## config.mk

```make
export PLATFORM = sky130hd
export DESIGN_NAME = multdiv_iter
export DESIGN_NICKNAME = d
export VERILOG_FILES = /design/src/rtl/md_pkg.sv /design/src/rtl/md_div_step.sv /design/src/rtl/multdiv_iter.sv
export SDC_FILE = /design/constraint.sdc
export NUM_CORES = 2
export LEC_CHECK = 0
export CAP_MARGIN = 20
export CORE_MARGIN = 2
export CORE_UTILIZATION = 50
export CTS_CLUSTER_DIAMETER = 120
export DETAILED_ROUTE_END_ITERATION = 16
export MAX_ROUTING_LAYER = met4
export PLACE_DENSITY = 0.65
export SYNTH_ARGS = -nofsm -noshare
export SYNTH_HDL_FRONTEND = slang
export SYNTH_SLANG_ARGS = --single-unit
```

## constraint.sdc

```tcl
create_clock -name clk -period 28.5 [get_ports clk]
set_input_delay 4.275 -clock clk [delete_from_list [all_inputs] [get_ports clk]]
set_output_delay 4.275 -clock clk [all_outputs]
set_load 0.02 [all_outputs]
```

## src/rtl/md_pkg.sv

```systemverilog
// Shared definitions for the iterative multiply/divide unit: operation
// encodings, FSM state encoding and the divide-by-zero result rule.
package md_pkg;

  typedef enum logic [2:0] {
    MD_MULTU = 3'b000,
    MD_MULT  = 3'b001,
    MD_DIVU  = 3'b010,
    MD_DIV   = 3'b011,
    MD_MADDU = 3'b100,
    MD_MADD  = 3'b101,
    MD_MSUBU = 3'b110,
    MD_MSUB  = 3'b111
  } md_mode_e;

  typedef enum logic [1:0] {
    ST_IDLE = 2'd0,
    ST_MUL  = 2'd1,
    ST_DIV  = 2'd2,
    ST_FIX  = 2'd3
  } md_state_e;

  // On divide by zero every quotient bit takes this value; the remainder
  // returns the dividend unchanged.
  localparam logic MD_DIV0_QUO_BIT = 1'b1;

  function automatic logic md_is_div(input logic [2:0] m);
    return (m[2:1] == 2'b01);
  endfunction

endpackage

```

## src/rtl/md_div_step.sv

```systemverilog
// One restoring-division step: shift the next dividend bit into the partial
// remainder, subtract the divisor if it fits, and shift the quotient bit in.
module md_div_step
  import md_pkg::*;
#(
  parameter int WIDTH = 32
) (
  input  logic [WIDTH:0]   i_rem,
  input  logic [WIDTH-1:0] i_quo,
  input  logic [WIDTH-1:0] i_div,
  output logic [WIDTH:0]   o_rem,
  output logic [WIDTH-1:0] o_quo
);

  logic [WIDTH+1:0] w_shift;
  logic [WIDTH+1:0] w_diff;

  // Trial subtraction; a borrow out of the top bit means the divisor did not fit.
  always_comb begin
    w_shift = {i_rem, i_quo[WIDTH-1]};
    w_diff  = w_shift - {2'b00, i_div};
    if (w_diff[WIDTH+1]) begin
      o_rem = w_shift[WIDTH:0];
      o_quo = {i_quo[WIDTH-2:0], 1'b0};
    end else begin
      o_rem = w_diff[WIDTH:0];
      o_quo = {i_quo[WIDTH-2:0], 1'b1};
    end
  end

endmodule

```

## src/rtl/multdiv_iter.sv

```systemverilog
// Iterative multiply/divide unit owning HI/LO, with mthi/mtlo writes,
// one-level write undo, cancel and a done pulse on every commit.
// Optional feature macro: MD_MADD_EN enables madd/maddu/msub/msubu on the
// multiply path; without it a start with mode[2]=1 is ignored.
module multdiv_iter
  import md_pkg::*;
#(
  parameter int WIDTH      = 32,
  parameter int MUL_CYCLES = 5,
  parameter int DIV_EXTRA  = 1
) (
  input  logic             clk,
  input  logic             clr,
  input  logic             start,
  input  logic [2:0]       mode,
  input  logic [WIDTH-1:0] a,
  input  logic [WIDTH-1:0] b,
  input  logic             we,
  input  logic             wsel,
  input  logic [WIDTH-1:0] wd,
  input  logic             cancel,
  input  logic             undo,
  output logic             busy,
  output logic             done,
  output logic [WIDTH-1:0] hi,
  output logic [WIDTH-1:0] lo
);

  localparam int CNT_MAX = (MUL_CYCLES > WIDTH) ? MUL_CYCLES : WIDTH;
  localparam int CNT_W   = $clog2(CNT_MAX + 1);
  localparam logic [CNT_W-1:0] CNT_ONE = CNT_W'(1);

  function automatic logic [WIDTH-1:0] neg(input logic [WIDTH-1:0] x);
    return ~x + WIDTH'(1);
  endfunction

  md_state_e        r_st, st_nx;
  logic [CNT_W-1:0] r_cnt, cnt_nx;
  logic             r_busy, r_done;
  logic [WIDTH-1:0] r_hi, r_lo, r_sh_hi, r_sh_lo;
  logic             r_sv;
  logic [WIDTH-1:0] r_a, r_b, r_quo;
  logic [WIDTH:0]   r_rem;
  logic             r_sgn, r_neg_q, r_neg_r, r_dz;
`ifdef MD_MADD_EN
  logic             r_acc, r_sub;
`endif

  logic               w_mode_ok, w_start, w_step_en, w_commit;
  logic [WIDTH-1:0]   w_res_hi, w_res_lo, w_base_hi, w_base_lo;
  logic [WIDTH:0]     w_rem_nx;
  logic [WIDTH-1:0]   w_quo_nx, w_fix_q, w_fix_r;
  logic [2*WIDTH-1:0] w_pa, w_pb, w_prod, w_mul_res;

`ifdef MD_MADD_EN
  assign w_mode_ok = 1'b1;
`else
  assign w_mode_ok = ~mode[2];
`endif

  md_div_step #(.WIDTH(WIDTH)) u_step (
    .i_rem (r_rem),
    .i_quo (r_quo),
    .i_div (r_b),
    .o_rem (w_rem_nx),
    .o_quo (w_quo_nx)
  );

  // Sign-extending the operands to 2*WIDTH makes the low half of an
  // unsigned product equal the signed product.
  assign w_pa   = r_sgn ? {{WIDTH{r_a[WIDTH-1]}}, r_a} : {{WIDTH{1'b0}}, r_a};
  assign w_pb   = r_sgn ? {{WIDTH{r_b[WIDTH-1]}}, r_b} : {{WIDTH{1'b0}}, r_b};
  assign w_prod = w_pa * w_pb;
`ifdef MD_MADD_EN
  assign w_mul_res = !r_acc ? w_prod :
                     r_sub  ? ({r_hi, r_lo} - w_prod) : ({r_hi, r_lo} + w_prod);
`else
  assign w_mul_res = w_prod;
`endif

  assign w_fix_q = r_neg_q ? neg(r_quo) : r_quo;
  assign w_fix_r = r_neg_r ? neg(r_rem[WIDTH-1:0]) : r_rem[WIDTH-1:0];

  // An undo in the same cycle as a write is applied first, so the write
  // and the new shadow both start from the restored values.
  assign w_base_hi = (undo && r_sv) ? r_sh_hi : r_hi;
  assign w_base_lo = (undo && r_sv) ? r_sh_lo : r_lo;

  // Next-state, counter and commit decode; cancel or a write aborts any
  // in-flight operation without committing.
  always_comb begin
    st_nx     = r_st;
    cnt_nx    = r_cnt;
    w_start   = 1'b0;
    w_step_en = 1'b0;
    w_commit  = 1'b0;
    w_res_hi  = r_hi;
    w_res_lo  = r_lo;
    case (r_st)
      ST_IDLE: begin
        if (start && !cancel && w_mode_ok) begin
          w_start = 1'b1;
          if (md_is_div(mode)) begin
            st_nx  = ST_DIV;
            cnt_nx = CNT_W'(WIDTH);
          end else begin
            st_nx  = ST_MUL;
            cnt_nx = CNT_W'(MUL_CYCLES);
          end
        end
      end
      ST_MUL: begin
        cnt_nx = r_cnt - CNT_ONE;
        if (r_cnt == CNT_ONE) begin
          w_commit = 1'b1;
          st_nx    = ST_IDLE;
          w_res_hi = w_mul_res[2*WIDTH-1:WIDTH];
          w_res_lo = w_mul_res[WIDTH-1:0];
        end
      end
      ST_DIV: begin
        if (r_dz) begin
          w_commit = 1'b1;
          st_nx    = ST_IDLE;
          cnt_nx   = '0;
          w_res_hi = r_a;
          w_res_lo = {WIDTH{MD_DIV0_QUO_BIT}};
        end else begin
          w_step_en = 1'b1;
          cnt_nx    = r_cnt - CNT_ONE;
          if (r_cnt == CNT_ONE) begin
            if (DIV_EXTRA != 0) begin
              st_nx = ST_FIX;
            end else begin
              w_commit = 1'b1;
              st_nx    = ST_IDLE;
              w_res_hi = w_rem_nx[WIDTH-1:0];
              w_res_lo = w_quo_nx;
            end
          end
        end
      end
      ST_FIX: begin
        w_commit = 1'b1;
        st_nx    = ST_IDLE;
        w_res_hi = w_fix_r;
        w_res_lo = w_fix_q;
      end
      default: st_nx = ST_IDLE;
    endcase
    if ((r_st != ST_IDLE) && (cancel || we)) begin
      st_nx     = ST_IDLE;
      cnt_nx    = '0;
      w_step_en = 1'b0;
      w_commit  = 1'b0;
    end
  end

  // State register with registered busy and done.
  always_ff @(posedge clk or negedge clr) begin
    if (!clr) begin
      r_st   <= ST_IDLE;
      r_cnt  <= '0;
      r_busy <= 1'b0;
      r_done <= 1'b0;
    end else begin
      r_st   <= st_nx;
      r_cnt  <= cnt_nx;
      r_busy <= (st_nx != ST_IDLE);
      r_done <= w_commit;
    end
  end

  // Operand latch at start, then one restoring step per divide cycle.
  always_ff @(posedge clk or negedge clr) begin
    if (!clr) begin
      r_a     <= '0;
      r_b     <= '0;
      r_quo   <= '0;
      r_rem   <= '0;
      r_sgn   <= 1'b0;
      r_neg_q <= 1'b0;
      r_neg_r <= 1'b0;
      r_dz    <= 1'b0;
`ifdef MD_MADD_EN
      r_acc   <= 1'b0;
      r_sub   <= 1'b0;
`endif
    end else if (w_start) begin
      r_a   <= a;
      r_sgn <= mode[0];
`ifdef MD_MADD_EN
      r_acc <= mode[2];
      r_sub <= mode[1];
`endif
      if (md_is_div(mode)) begin
        r_b     <= (mode[0] && b[WIDTH-1]) ? neg(b) : b;
        r_quo   <= (mode[0] && a[WIDTH-1]) ? neg(a) : a;
        r_rem   <= '0;
        r_neg_q <= mode[0] & (a[WIDTH-1] ^ b[WIDTH-1]);
        r_neg_r <= mode[0] & a[WIDTH-1];
        r_dz    <= (b == '0);
      end else begin
        r_b <= b;
      end
    end else if (w_step_en) begin
      r_rem <= w_rem_nx;
      r_quo <= w_quo_nx;
    end
  end

  // HI/LO, shadow copy and undo; a write takes precedence since it aborts
  // any commit, and a commit invalidates the shadow.
  always_ff @(posedge clk or negedge clr) begin
    if (!clr) begin
      r_hi    <= '0;
      r_lo    <= '0;
      r_sh_hi <= '0;
      r_sh_lo <= '0;
      r_sv    <= 1'b0;
    end else if (we) begin
      r_sh_hi <= w_base_hi;
      r_sh_lo <= w_base_lo;
      r_sv    <= 1'b1;
      r_hi    <= wsel ? wd : w_base_hi;
      r_lo    <= wsel ? w_base_lo : wd;
    end else if (w_commit) begin
      r_hi <= w_res_hi;
      r_lo <= w_res_lo;
      r_sv <= 1'b0;
    end else if (undo && r_sv) begin
      r_hi <= r_sh_hi;
      r_lo <= r_sh_lo;
      r_sv <= 1'b0;
    end
  end

  assign busy = r_busy;
  assign done = r_done;
  assign hi   = r_hi;
  assign lo   = r_lo;

endmodule
```

# == Word-level counts from Yosys, hierarchy flattened ==
# Cells that the tools add are included.
# word_totals
latch_bits,0
rom_bits,0
input_bits,106
out_inout_bits,66
n_memories,0
ram_bits,0
register_bits,272
# classes
n_eq_ne,10
magnitude_cmp,0
n_shift,0
n_addsub,6
n_reduce_logical,19
n_mul,1
bitwise,8
n_div,0
muxes,53
# ops
operator,count
2-to-1 mux 32 bit,20
one-hot mux 32 bit (3 select lines),2
2-to-1 mux 33 bit,4
adder 32 x 1 -> 32 bit (second input constant),4
2-to-1 mux 64 bit,2
inverter 32 bit,4
multiplier 64 x 64 -> 64 bit,1
subtractor 34 x 32 -> 34 bit,1
zero test 32 bit,1
2-to-1 mux 6 bit,4
one-hot mux 6 bit (3 select lines),1
2-to-1 mux 1 bit,12
2-to-1 mux 2 bit,6
!= test 4 bit (second input constant),2
one-hot mux 2 bit (4 select lines),1
equality test 6 x 1 -> 1 bit (second input constant),1
logical AND 1 bit,6
AND reduction 2 bit,3
nonzero test 2 bit,3
subtractor 6 x 1 -> 6 bit (second input constant),1
!= test 5 x 2 -> 1 bit (second input constant),1
equality test 2 x 1 -> 1 bit (second input constant),2
equality test 2 bit (second input constant),2
nonzero test 4 bit,1
11 further kinds,12

# == Longest topological paths before layout ==
# depth
ltp_word,7
ltp_mapped,35

# == Modules after synthesis ==
# Synthesis repeated with hierarchy kept, for this count alone.
# unflattened
hier_cells,7316
area_unflattened_um2,66430.0
# by_module_without_submodules
mod,cells_each,n_inst,area_each_um2,seq_area_each_um2
multdiv_iter,6979,1,63983.9,6806.5
md_div_step,337,1,2446.1,0.0

# == Worst setup path after synthesis ==
# OpenSTA, ideal clock, no wires.
# synth_path
path_kind,register to register
startpoint,register r_sgn
endpoint,register r_hi[22] (netlist: hi[22])
slack_ns,19.261
stages_incl_launch_ff,30
t_arrival_ns,9.161
setup_time_ns,0.077
n_path_buf,2
cell_sequence,dfrtp_1 -> and2_1 -> clkbuf_1 -> clkbuf_1 -> nand2_1 -> fa_1 -> inv_1 -> fa_1 -> fa_1 -> inv_1 -> fa_1 -> inv_1 -> fa_1 -> fa_1 -> fa_1 -> fa_1 -> fa_1 -> inv_1 -> fa_1 -> inv_1 -> ha_1 -> nand2_1 -> or3_1 -> or3_1 -> o32ai_1 -> a31oi_1 -> a22oi_1 -> a21boi_0 -> o41a_1 -> a21oi_1
# synth_between
elab_chain_cells,6
word_cells_on_any_way,7
cone_classes,1 x mul; 6 x mux
# synth_rtl
element,line,text
start: declaration,multdiv_iter.sv:44,"logic r_sgn, r_neg_q, r_neg_r, r_dz;"
start signal: assignment,multdiv_iter.sv:191,r_sgn <= mode[0];
2-to-1 mux 64 bit (on tied branches),"multdiv_iter.sv:71, multdiv_iter.sv:72",
multiplier 64 x 64 -> 64 bit (*),multdiv_iter.sv:73,assign w_prod = w_pa * w_pb;
2-to-1 mux 32 bit (*),multdiv_iter.sv:114,if (r_cnt == CNT_ONE) begin
one-hot mux 32 bit (3 select lines) (*),multdiv_iter.sv:99,case (r_st)
2-to-1 mux 32 bit (*),multdiv_iter.sv:227,end else if (w_commit) begin
2-to-1 mux 32 bit (*),multdiv_iter.sv:221,end else if (we) begin
end signal: assignment,multdiv_iter.sv:225,r_hi <= wsel ? wd : w_base_hi;
end signal: assignment,multdiv_iter.sv:228,r_hi <= w_res_hi;
end signal: assignment,multdiv_iter.sv:232,r_hi <= r_sh_hi;
end: declaration,multdiv_iter.sv:40,"logic [WIDTH-1:0] r_hi, r_lo, r_sh_hi, r_sh_lo;"
# Mark *: on every way between the ends. The rest lies on a longest branch, timed or not. The select of a mux whose other input is x is not followed.
# A chain may end at the register's enable or synchronous reset.

# == Worst setup path in the final report ==
# layout_path
startpoint,register r_a[31]
endpoint,register r_hi[22] (netlist: hi[22])
# layout_between
elab_chain_cells,6
# layout_rtl
element,line,text
start: declaration,multdiv_iter.sv:42,"logic [WIDTH-1:0] r_a, r_b, r_quo;"
start signal: assignment,multdiv_iter.sv:177,r_a <= '0;
start signal: assignment,multdiv_iter.sv:190,r_a <= a;
2-to-1 mux 64 bit,multdiv_iter.sv:71,"assign w_pa = r_sgn ? {{WIDTH{r_a[WIDTH-1]}}, r_a} : {{WIDTH{1'b0}}, r_a};"
multiplier 64 x 64 -> 64 bit,multdiv_iter.sv:73,
2-to-1 mux 32 bit,multdiv_iter.sv:114,
one-hot mux 32 bit (3 select lines),multdiv_iter.sv:99,
2-to-1 mux 32 bit,multdiv_iter.sv:227,
2-to-1 mux 32 bit,multdiv_iter.sv:221,
# No other way between the ends. The select of a mux whose other input is x is not followed.

==> results.json <==
{
  "die_h_um": 368,
  "postSynthCellCount": 7322,
  "synth-seq-cells": 272,
  "detailed_place_hpwl_um": 167000,
  "fp.dieW_um": 368,
  "io_buffers": 171,
  "syn_area_mm2": 0.0661,
  "timing.setup.tns_ns": 0,
  "layout_setup_ws_ns": 17.48,
  "grt_util_all_layers": 0.325,
  "wl_per_cell_um": 22.9,
  "clkSinkCount": 272,
  "holdBufCountCts": 0,
  "gp_congestion": 0.983,
  "area_delta_synth_final_pct": 6.52,
  "worstMarginPinSlew_ns": 1.29,
  "path_buf_inv": 6,
  "drtIter0Drc": 3540,
  "reg2reg_slack_ns": 17.48,
  "mostFrequentLayoutCells": "1592 x inv_1, 1420 x fa_1, 885 x nand2_1",
  "path_class": "flop to flop",
  "setup_viol": 0,
  "max_cap_violations": 0,
  "crit_family": "adder cells",
  "post_cts_resize_count": 0,
  "clock_latency_ns": 0.64,
  "synth_seq_area_share": 0.103,
  "nNetsFinal": 9101,
  "hold_viol_final": 0,
  "antenna_found_initial": 7,
  "path_clk_slew_ns": 0.06,
  "place_ws_ns": 17.03,
  "clockBufferDepth": 3,
  "ys.warnings.count": 0,
  "viasPerCell": 5.64,
  "avgSynthCellArea_um2": 9.02,
  "status": "complete, no violations",
  "max-slew-margin-rel": 0.132,
  "synth_edf_count": 0,
  "grt_pass1_wl_um": 326000,
  "fin_skew_ns": 0.0461,
  "fillers": 12100,
  "r2r_start": "r_a[31]",
  "grt_max_degree": 94,
  "worstHoldPathType": "flop to flop",
  "vias": 50800,
  "start_util": 0.503,
  "cpPeakStageDelay_ns": 1.04,
  "synthArstFlopShare": 1.00,
  "drive_gt1_frac": 0.0360,
  "cts_buffers": 31,
  "cp-start-kind": "flop",
  "final_common_cell": "inv_1",
  "crit_slowest_cell": "dfrtp_1",
  "min_to": "r_a[30]",
  "io_pins": 172,
  "cts-root-buf": "clkbuf_16",
  "die_area_mm2": 0.135,
  "cp.arrival_ns": 11.55,
  "drc_errors": 0,
  "post-route-period-util": 0.387,
  "placed_area_mm2": 0.0692,
  "reg2reg_depth": 28,
  "grt_overflow": 0,
  "hold_depth": 2,
  "cp.required_ns": 29.02,
  "slew_viol_final": 0,
  "first_pass_iters": 5,
  "synth_flop_cell": "dfrtp_1",
  "cts_tree": "yes",
  "rows": 133,
  "synth_cell_types": 78,
  "cts_setup_buffers": 0,
  "fin_area_mm2": 0.0704,
  "grt_setup_unrepaired": "no",
  "path_common_cell": "fa_1",
  "crit-reg2reg-capture": "hi[22]",
  "syn_nets": 9198,
  "routed_wl_um": 206000,
  "h-tree-depth": 1,
  "fmax_mhz": 90.7,
  "post-route-min-period_ns": 11.02,
  "first_global_vias": 54500,
  "core_area_mm2": 0.131,
  "end_kind": "flop",
  "ant_nets": 0,
  "hold_path_startpoint": "r_a[30]",
  "crit_fanout": 23
}
routing by layer:
layer | GRT usage | wire length (µm) | vias up
li1 | - | - | 22000
met4 | 0.149 | 11700 | 0
met5 | - | 0 | -
met2 | 0.538 | 102000 | 1773
met1 | 0.405 | 81100 | 26500
met3 | 0.0303 | 11500 | 470
cells in the mapped netlist (21+ instances only):
master       n  area (µm²)
o31ai_1     30         225
nand2_1    888        3330
buf_1       30         113
nor2_1     231         867
fa_1      1420       28400
a211oi_1    29         218
clkbuf_1   368        1380
inv_1     1592        5980
a21o_1      52         390
and2_1     565        3530
o21ai_0    256        1280
a21oi_1    296        1480
mux2_2      68         766
a31oi_1     30         188
a221oi_1    47         412
and3_1      41         257
nor3_1      36         180
xor2_1      75         657
mux2i_1     93         931
xnor2_1    177        1550
or3_1       21         131
dfrtp_1    272        6810
ha_1       350        4380
nand2b_1    26         163
o211ai_1    26         195
nand3_1     41         205
worst max-delay path by stage:
stage | start | slack, ns | depth (start not counted) | to
after floorplan | r_sgn | 19.26 | 29 | hi[22]
after global placement | r_a[31] | 17.25 | 27 | hi[22]
after detailed placement | r_a[31] | 17.03 | 27 | hi[22]
after CTS | r_a[31] | 16.98 | 27 | hi[22]
after global routing | r_a[31] | 17.00 | 28 | hi[22]
final | r_a[31] | 17.48 | 28 | hi[22]
registers in the layout, summed over array words and instances, names as in the netlist:
register,cells
r_sh_hi,32
r_neg_q,1
hi,32
r_dz,1
r_st,2
r_a,32
lo,32
r_quo,32
busy,1
r_sv,1
r_b,32
r_rem,33
r_cnt,6
done,1
r_sh_lo,32
r_neg_r,1
r_sgn,1
cell families after synthesis:
kind of cell,count (synthesis),share of synthesized area
buffers and inverters,1993,0.113
AND/OR/NAND/NOR,1941,0.141
AO/OA/AOI/OAI,929,0.0865
flip-flops,272,0.103
adder cells (fa/ha/maj),1774,0.497
multiplexers,161,0.0257
XOR/XNOR,252,0.0334
worst min-delay path, delay by kind of cell (launching register included):
family | cells | cell delay [ns]
simple gates | 2 | 0.11
flops | 1 | 0.34
area by class of cell:
class / count / area, µm² / share of cell area
clock buffer: 41 / 823 / 0.0117
multi-input combinational: 5057 / 51800 / 0.737
antenna: 5 / 12.5 / 0.000178
sequential: 272 / 6810 / 0.0968
tap: 1755 / 2200 / 0.0312
clock inverter: 14 / 173 / 0.00245
timing repair buffer: 271 / 2550 / 0.0362
inverter: 1592 / 5980 / 0.0849
per-stage QoR:
stage	hold slack, ns	util	std cells
6_report	0.480	0.536	9007
5_1_grt	0.509	0.536	9006
4_1_cts	0.481	0.535	8997
3_5_place_dp	0.465	0.527	8942
3_3_place_gp	0.460	0.527	8942
2_1_floorplan	0.477	-	7322
Power is left out: the tool's default activity adds up to more than one toggle a clock period on the data nets, which glitch-free logic cannot reach.
